==> src/rtl/frame_loader.sv <==
// Assembles a stream of words into a NUM_WORDS-word frame and commits it with a fixed-length write strobe.
// Optional build macro FRAME_PARITY_EN adds per-beat even parity checking that suppresses the commit.
module frame_loader #(
  parameter int NUM_WORDS    = 16,
  parameter int WORD_W       = 32,
  parameter int WRITE_CYCLES = 1
) (
  input  logic                        clk,
  input  logic                        rst_n,
  input  logic                        in_valid,
  output logic                        in_ready,
  input  logic [WORD_W-1:0]           in_data,
  input  logic                        in_sel,
  input  logic                        in_abort,
`ifdef FRAME_PARITY_EN
  input  logic                        in_parity,
  output logic                        parity_err,
`endif
  output logic [NUM_WORDS*WORD_W-1:0] frames_flat,
  output logic                        Small_or_Big,
  output logic                        write,
  output logic                        busy
);

  localparam int CNT_W = $clog2(NUM_WORDS);
  localparam int CMT_W = $clog2(WRITE_CYCLES + 1);
  localparam logic [CNT_W-1:0] WORD_LAST = CNT_W'(NUM_WORDS - 1);
  localparam logic [CMT_W-1:0] CMT_LAST  = CMT_W'(WRITE_CYCLES - 1);

  typedef enum logic [1:0] {IDLE, FILL, COMMIT} state_t;

  state_t                               state, state_next;
  logic [CNT_W-1:0]                     word_cnt, word_cnt_next;
  logic [CMT_W-1:0]                     cmt_cnt, cmt_cnt_next;
  logic [NUM_WORDS-1:0][WORD_W-1:0]     frame;
  logic                                 beat;
  logic                                 write_next;

  // Abort wins over a simultaneous beat; no beats are taken while committing.
  assign in_ready    = rst_n && (state != COMMIT);
  assign beat        = in_valid && in_ready && !in_abort;
  assign frames_flat = frame;

  always_comb begin
    // NOTE: every combinational output gets a default first so no path leaves it unassigned (no latch).
    state_next    = state;
    word_cnt_next = word_cnt;
    cmt_cnt_next  = cmt_cnt;
    unique case (state)
      IDLE: begin
        if (beat) begin
          word_cnt_next = CNT_W'(1);
          state_next    = FILL;
        end
      end
      FILL: begin
        if (in_abort) begin
          word_cnt_next = '0;
          state_next    = IDLE;
        end else if (beat) begin
          if (word_cnt == WORD_LAST) begin
            word_cnt_next = '0;
            cmt_cnt_next  = '0;
            state_next    = COMMIT;
          end else begin
            word_cnt_next = word_cnt + CNT_W'(1);
          end
        end
      end
      COMMIT: begin
        if (cmt_cnt == CMT_LAST) begin
          cmt_cnt_next = '0;
          state_next   = IDLE;
        end else begin
          cmt_cnt_next = cmt_cnt + CMT_W'(1);
        end
      end
      default: state_next = IDLE;
    endcase
  end

`ifdef FRAME_PARITY_EN
  logic err, err_next;

  // Sticky per-frame error; it covers the last beat too, since that beat decides the commit.
  always_comb begin
    err_next = err | (beat && (in_parity != ^in_data));
    if (state_next == IDLE) err_next = 1'b0;
    write_next = (state_next == COMMIT) && !err_next;
  end
`else
  assign write_next = (state_next == COMMIT);
`endif

  always_ff @(posedge clk) begin
    if (!rst_n) begin
      // NOTE: non-blocking assignments for all sequential state so every flop sees pre-edge values.
      state        <= IDLE;
      word_cnt     <= '0;
      cmt_cnt      <= '0;
      // NOTE: the frame storage is reset explicitly because downstream may observe it right after reset.
      frame        <= '0;
      Small_or_Big <= 1'b1;
      write        <= 1'b0;
      busy         <= 1'b0;
`ifdef FRAME_PARITY_EN
      err          <= 1'b0;
      parity_err   <= 1'b0;
`endif
    end else begin
      state    <= state_next;
      word_cnt <= word_cnt_next;
      cmt_cnt  <= cmt_cnt_next;
      if (beat) begin
        frame[word_cnt] <= in_data;
        if (state == IDLE) Small_or_Big <= in_sel;
      end
      write <= write_next;
      busy  <= (state_next != IDLE);
`ifdef FRAME_PARITY_EN
      err        <= err_next;
      parity_err <= (state != COMMIT) && (state_next == COMMIT) && err_next;
`endif
    end
  end

endmodule

==> config.mk <==
export PLATFORM = sky130hd
export DESIGN_NAME = frame_loader
export DESIGN_NICKNAME = d
export VERILOG_FILES = /design/src/rtl/frame_loader.sv
export SDC_FILE = /design/constraint.sdc
export NUM_CORES = 1
export LEC_CHECK = 0
export BUFFER_PORTS_ARGS = -buffer_cell sky130_fd_sc_hd__buf_2
export CORE_MARGIN = 8
export CORE_UTILIZATION = 46
export DETAILED_ROUTE_END_ITERATION = 7
export MAX_ROUTING_LAYER = met4
export PLACE_DENSITY = 0.87
export SLEW_MARGIN = 25
export SYNTH_ARGS = -nofsm -noshare
export SYNTH_HDL_FRONTEND = slang
export SYNTH_SLANG_ARGS = --single-unit
==> constraint.sdc <==
create_clock -name clk -period 1.9 [get_ports clk]
set_input_delay 0.095 -clock clk [delete_from_list [all_inputs] [get_ports clk]]
set_output_delay 0.095 -clock clk [all_outputs]
set_load 0.03 [all_outputs]
==> results of run 1 <==
power breakdown:
part | switching [mW] | internal, mW
clock network | 4.22 | 6.03
logic | 0.745 | 0.231
registers | 0.0348 | 11.0
through the flow:
step	total power, mW	setup WS, ps
3_3_place_gp	12.09	12.97
4_1_cts	22.21	9.160
5_1_grt	22.80	-101.4
3_5_place_dp	12.10	-24.32
6_report	22.23	-5.768
2_1_floorplan	11.72	128.1
state kept, by name (all words and copies together) (netlist names):
signal and cells:
state 2, word_cnt 4, busy 1, Small_or_Big 1
frames_flat 512, write 1
kinds of logic after synthesis:
group	count (synthesis)
buffers and inverters	204
adder cells (fa/ha/maj)	4
multiplexers	1
flip-flops	521
AO/OA/AOI/OAI	523
AND/OR/NAND/NOR	876
placed cells by master (no fill, tap or decap), types with 7 or more instances in the layout:
master / count
nand3_1: 255
dfxtp_1: 519
o21ai_0: 492
buf_12: 18
o21ai_1: 21
clkbuf_1: 10
buf_2: 550
buf_4: 32
clkbuf_8: 11
nand4_2: 7
clkbuf_16: 58
nand2_1: 582
buf_6: 8
dlygate4sd3_1: 31
worst reg2reg max path, stage by stage, from the launching register on:
cell and delay (ps):
dfxtp_1 470, nor2b_4 580, nor4_4 90, buf_4 160, clkbuf_16 190, o21ai_0 310
Yosys cell counts (2+ instances only):
master and count:
and2_1 3, buf_1 19, buf_2 54, buf_4 6, clkbuf_1 118, clkbuf_2 4, dfxtp_1 521, ha_1 4
inv_1 3, nand2_1 582, nand2b_1 2, nand3_1 255, nand4_2 7, nand4b_1 5, nor2_1 3, nor2b_1 2
nor3b_2 4, nor4_4 4, o21ai_0 495, o21ai_1 20
area by class of cell:
type | instances | share of cell area
Antenna cell | 3 | 0.0003209
Clock buffer | 72 | 0.06263
Clock inverter | 16 | 0.009466
Inverter | 3 | 0.0005883
Multi-Input combinational cell | 1404 | 0.2841
Sequential cell | 521 | 0.4459
Tap cell | 518 | 0.02770
Timing Repair Buffer | 648 | 0.1692
per-layer routing:
metal	track usage	vias up	wire, um
li1	-	8099	-
met1	0.3385	8284	26120
met2	0.4312	1119	31350
met3	0.07882	212	8024
met4	0.1168	0	2946
met5	-	-	0
worst max-delay path by stage:
stage | startpoint | end | cells past startpoint | slack (ps)
2_1_floorplan | word_cnt[0] | frames_flat[107] | 5 | 130
3_5_place_dp | word_cnt[1] | frames_flat[406] | 7 | -20
6_report | state[1] | frames_flat[39] | 5 | -6
4_1_cts | state[0] | in_ready | 5 | 9
5_1_grt | state[1] | frames_flat[39] | 5 | -100
3_3_place_gp | word_cnt[1] | frames_flat[406] | 7 | 10
what timing repair did:
action / in CTS / in global routing
gates resized for setup: 4 / 26
cloned: 0 / 10
setup endpoints to repair: 163 / 128
pin swaps: 1 / 5
hold endpoints to repair: 247 / 0
hold buffers: 31 / 0
buffers inserted: 2 / 8
==> summary.txt, run 1 <==
Async set-reset flop share out of synthesis: 0
Placed cells: 3043
Top cell type's share of synthesized area: 0.5841
Root Buffer Master: clkbuf_16
Area leader, netlist: dfxtp_1
Period utilization: 1.003
Worst vdd ir: 0.8171 mV
CP peak stage delay: 570 ps
Syn. warnings: 0
Port bufs: 552
Setup TNS Final: -5.768 ps
Initial antenna violation count: 3
Synth Instances: 2129
Final std cells w/o fill: 3185
Row count: 72
CP max FO: 32
Yosys cell types: 38
Design area: 0.02339 mm2
Clock Skews: 24.07 ps
XOR/XNOR Fraction of Synth Area: 0
Max cap viols: 0
Core Region: 0.03847 mm2
Full die area: 0.04538 mm2
Slowest CP cell: nor2b_4
WL/cell: 21.49 um
Syn avg cell area: 8.388 um2
Sequential-to-total area share from yosys stat: 0.5841
Path category of the worst min-delay check: input port to flip-flop
EDFF count, synth: 0
Final setup vio count: 1
Crit path capture type: flip-flop
Vias in the first global route: 16620
Endpoints failing hold: 0
WHS Endpoint: frames_flat[81]
Mapped cell area: 0.01786 mm2
Vias: 17710
Largest net degree at the start of global routing: 146
Area share of and/or/nand/nor cells after synthesis: 0.2164
Ratio of cells with drive above 1 in the final layout: 0.2718
Skew-Pair Late Insertion Delay: 590 ps
Initial Utilization: 0.4642
Worst slew pin tran: 835.4 ps
Area of the multi-input gates: 0.006648 mm2
Register Area: 0.01043 mm2
Final Critical Period: 1906 ps
Worst-path cell chain: nor2b_4, nor4_4, buf_4, clkbuf_16, o21ai_0
CTS Buf Count: 49
Type of the worst setup path: flip-flop to flip-flop
Post-synthesis adder-cell area fraction: 0.002803
Leak: 10.17 nW
PD cells: 950.4 mW/mm2
Drt total wl: 68.44 mm
H-tree depth: 2
Fin nets: 2668
Clk pin slew, worst setup/hold paths: 60 ps
ANT nets after route: 0
Total global-route track usage: 0.2784
Synth area leaders: dfxtp_1 (58%), o21ai_0 (14%), nand2_1 (12%)
#FFs+latches synth: 521
Max-slew violation count: 0
Rel. slew slack: 0.4431
Startpoint class of the critical path: flip-flop
CTS max path bufs: 3
Synth Net Count: 2170
WHS: 48.73 ps
Die W: 213.0 um
Worst R2R Start: state[1]
Total gr overflow: 0
R2r setup slk: -6 ps
Buf/Inv on CP: 2
Compound-cell area share of the yosys netlist: 0.1479
Min-delay src: in_data[17]
CP arrival: 2370 ps
Initial DRC count: 1900
Die Y: 213.0 um
DRC viols: 0
Drt first pass iters: 6
Failing checks: negative setup slack
Syn-to-layout area delta: 31.01%
CP top delay family: simple AND/OR/NAND/NOR gates
First-pass GRT wire length: 96.10 mm
Util after Layout: 0.6082
R2R cell count: 5
Vias per Instance: 5.562
IO Count: 553
Run status: finished with violations
TritonCTS clock tree: yes
Hpwl dp: 44.20 mm
Multiplexer share of the synthesized area: 0.0005605
Worst hold stages: 4
Routability cong.: 0.8770
Largest family of logic cells by synthesized area: simple AND/OR/NAND/NOR gates
Area after DPL: 0.02103 mm2
CTS sink count: 521
FF-to-FF End: frames_flat[39]
# fillers: 3029
Final setup margin: -5.768 ps
Synth Flop Type: dfxtp_1
Max frequency: 524.7 MHz
Worst EP required: 2370 ps
No activity file was read; power rests on OpenSTA's default activity.
==> inputs of run 2 (changes only) <==
--- a/config.mk
+++ b/config.mk
@@ -6,11 +6,11 @@
 export NUM_CORES = 1
 export LEC_CHECK = 0
 export BUFFER_PORTS_ARGS = -buffer_cell sky130_fd_sc_hd__buf_2
-export CORE_MARGIN = 8
-export CORE_UTILIZATION = 46
+export CORE_AREA = 2 2 213 215
 export DETAILED_ROUTE_END_ITERATION = 7
+export DIE_AREA = 0 0 215 217
 export MAX_ROUTING_LAYER = met4
-export PLACE_DENSITY = 0.87
+export PLACE_DENSITY = 0.79
 export SLEW_MARGIN = 25
 export SYNTH_ARGS = -nofsm -noshare
 export SYNTH_HDL_FRONTEND = slang
==> summary.txt, run 2 (synthesis gave the netlist of run 1 again) <==
RSZ-0062 raised after global routing: false
Hpwl dp: 40.43 mm (-8.5%)
Root Buffer Master: clkbuf_16
Vias in the first global route: 16140 (-2.9%)
Skew-Pair Late Insertion Delay: 590 ps (about the same)
Die W: 215 um (+0.93%)
Endpoints failing hold: 0 (unchanged)
Psw: 5.114 mW (+2.2%)
Port bufs: 552 (unchanged)
Largest register FFs: 512 (unchanged)
ANT nets after route: 0 (unchanged)
Vias: 17340 (-2.1%)
Fin nets: 2666 (-0.075%)
Full die area: 0.04666 mm2 (+2.8%)
Ratio of cells with drive above 1 in the final layout: 0.2707 (-0.001056)
Worst slew pin tran: 660.8 ps (-174.6 ps)
Total global-route track usage: 0.2576 (-0.02084)
Rel. slew slack: 0.5595 (+0.1164)
Clock Skews: 17.88 ps (-6.186 ps)
R2R cell count: 7 (+2)
WL/cell: 19.67 um (-8.5%)
Final setup vio count: 0 (-1)
Initial antenna violation count: 0 (-3)
Period utilization: 0.9702 (-0.03279)
Run status: finished clean
Placed cells: 3124 (+2.7%)
Initial Utilization: 0.3995 (-0.06471)
Worst EP required: 2350 ps (-20 ps)
H-tree depth: 2 (unchanged)
Ant diodes: 0 (-3)
Final Critical Period: 1843 ps (-62.31 ps)
Core Region: 0.04470 mm2 (+16%)
Gate power share: 0.042 (-0.002)
Sequential share of power: 0.492 (-0.003)
Clk network pwr share: 0.467 (+0.006)
Total power draw: 22.39 mW (+0.69%)
Path category of the worst min-delay check: input port to flip-flop
Drt total wl: 64.25 mm (-6.1%)
Vias per Instance: 5.308 (-4.6%)
Leading cell type in the layout, fill and taps excluded: nand2_1
First-pass GRT wire length: 91.73 mm (-4.5%)
Syn-to-layout area delta: 31.55%
Routability cong.: 0.8730 (-0.46%)
CTS sink count: 521 (unchanged)
Max-slew violation count: 0 (unchanged)
Die Y: 217 um (+1.9%)
CTS Buf Count: 51 (+4.1%)
Drt first pass iters: 6 (unchanged)
Max cap viols: 0 (unchanged)
Most frequent cells in the layout: nand2_1 (582), buf_2 (550), dfxtp_1 (518)
Max frequency: 542.5 MHz (+3.4%)
CP arrival: 2290 ps (-80 ps)
Clk pin slew, worst setup/hold paths: 70 ps (about the same)
PD cells: 953.0 mW/mm2 (+0.27%)
TritonCTS clock tree: yes
Leak: 10.18 nW (+0.12%)
Worst vdd ir: 0.7844 mV (-4.0%)
Net Sw Frac: 0.2284 (+0.003416)
Final std cells w/o fill: 3267 (+2.6%)
IO Count: 553 (unchanged)
Internal power: 17.27 mW (+0.24%)
Worst hold stages: 4 (unchanged)
Crit path capture type: flip-flop
Largest net degree at the start of global routing: 133 (-8.9%)
Row count: 78 (+8.3%)
CP max FO: 32 (unchanged)
Initial DRC count: 1905 (+0.26%)
Type of the worst setup path: flip-flop to flip-flop
Total gr overflow: 0 (unchanged)
CTS max path bufs: 3 (unchanged)
DRC viols: 0 (unchanged)
Startpoint class of the critical path: flip-flop
-- run 2: power groups by stage --
stage,registers (mW),logic (mW),clock network [mW]
2_1_floorplan,11.3,0.375,0
3_3_place_gp,11.2,0.835,0
3_5_place_dp,11.2,0.849,0
4_1_cts,11.0,0.909,10.6
5_1_grt,11.0,0.973,11.0
6_report,11.0,0.929,10.5
-- run 2: final timing paths --
path	startpoint	end	slack, ps
worst max register to register	word_cnt[0]	frames_flat[69]	60
worst min-delay path	in_valid	state[0]	150
worst min register to register	frames_flat[45]	frames_flat[45]	450
worst max-delay path	word_cnt[0]	frames_flat[69]	60
-- run 2: cell type report --
class / instances / area [um2]
Fill cell: 3988 / 21210
Sequential cell: 521 / 10440
Multi-Input combinational cell: 1404 / 6624
Timing Repair Buffer: 644 / 3923
Clock buffer: 76 / 1553
Tap cell: 600 / 750.7
Clock inverter: 19 / 193.9
Inverter: 3 / 11.26
-- run 2: per-stage QoR --
step / util / TNS, ps / hold WS, ps / area (um2) / worst slack, ps
3_3_place_gp: 0.4732 / 0 / 307.9 / 21150 / 76.27
2_1_floorplan: - / 0 / 220.1 / 17860 / 128.1
4_1_cts: 0.5204 / 0 / 87.34 / 23260 / 8.679
5_1_grt: 0.5256 / 0 / 154.1 / 23490 / 4.176
6_report: 0.5256 / 0 / 152.0 / 23490 / 56.54
3_5_place_dp: 0.4732 / -92.18 / 320.3 / 21150 / -26.64
-- run 2: metal layers --
layer	global-route usage	vias to the layer above	part of all wire
met2	0.4033	988	0.46
met4	0.1021	0	0.037
met1	0.3205	8114	0.40
met3	0.06401	151	0.098
li1	-	8088	-
met5	-	-	0
-- run 2: repair_timing --
action	CTS	global route
cloned	0	8
buffers inserted	1	4
pin swaps	1	4
setup endpoints to repair	38	274
gates resized for setup	1	22
hold endpoints to repair	290	0
hold buffers	35	0
-- run 2: critical path, stage by stage (launching register included) --
cell and delay [ps]:
dfxtp_4 370, inv_2 90, ha_2 240, nand4b_1 220
nor4_4 190, buf_4 200, buf_8 250, o21ai_0 140
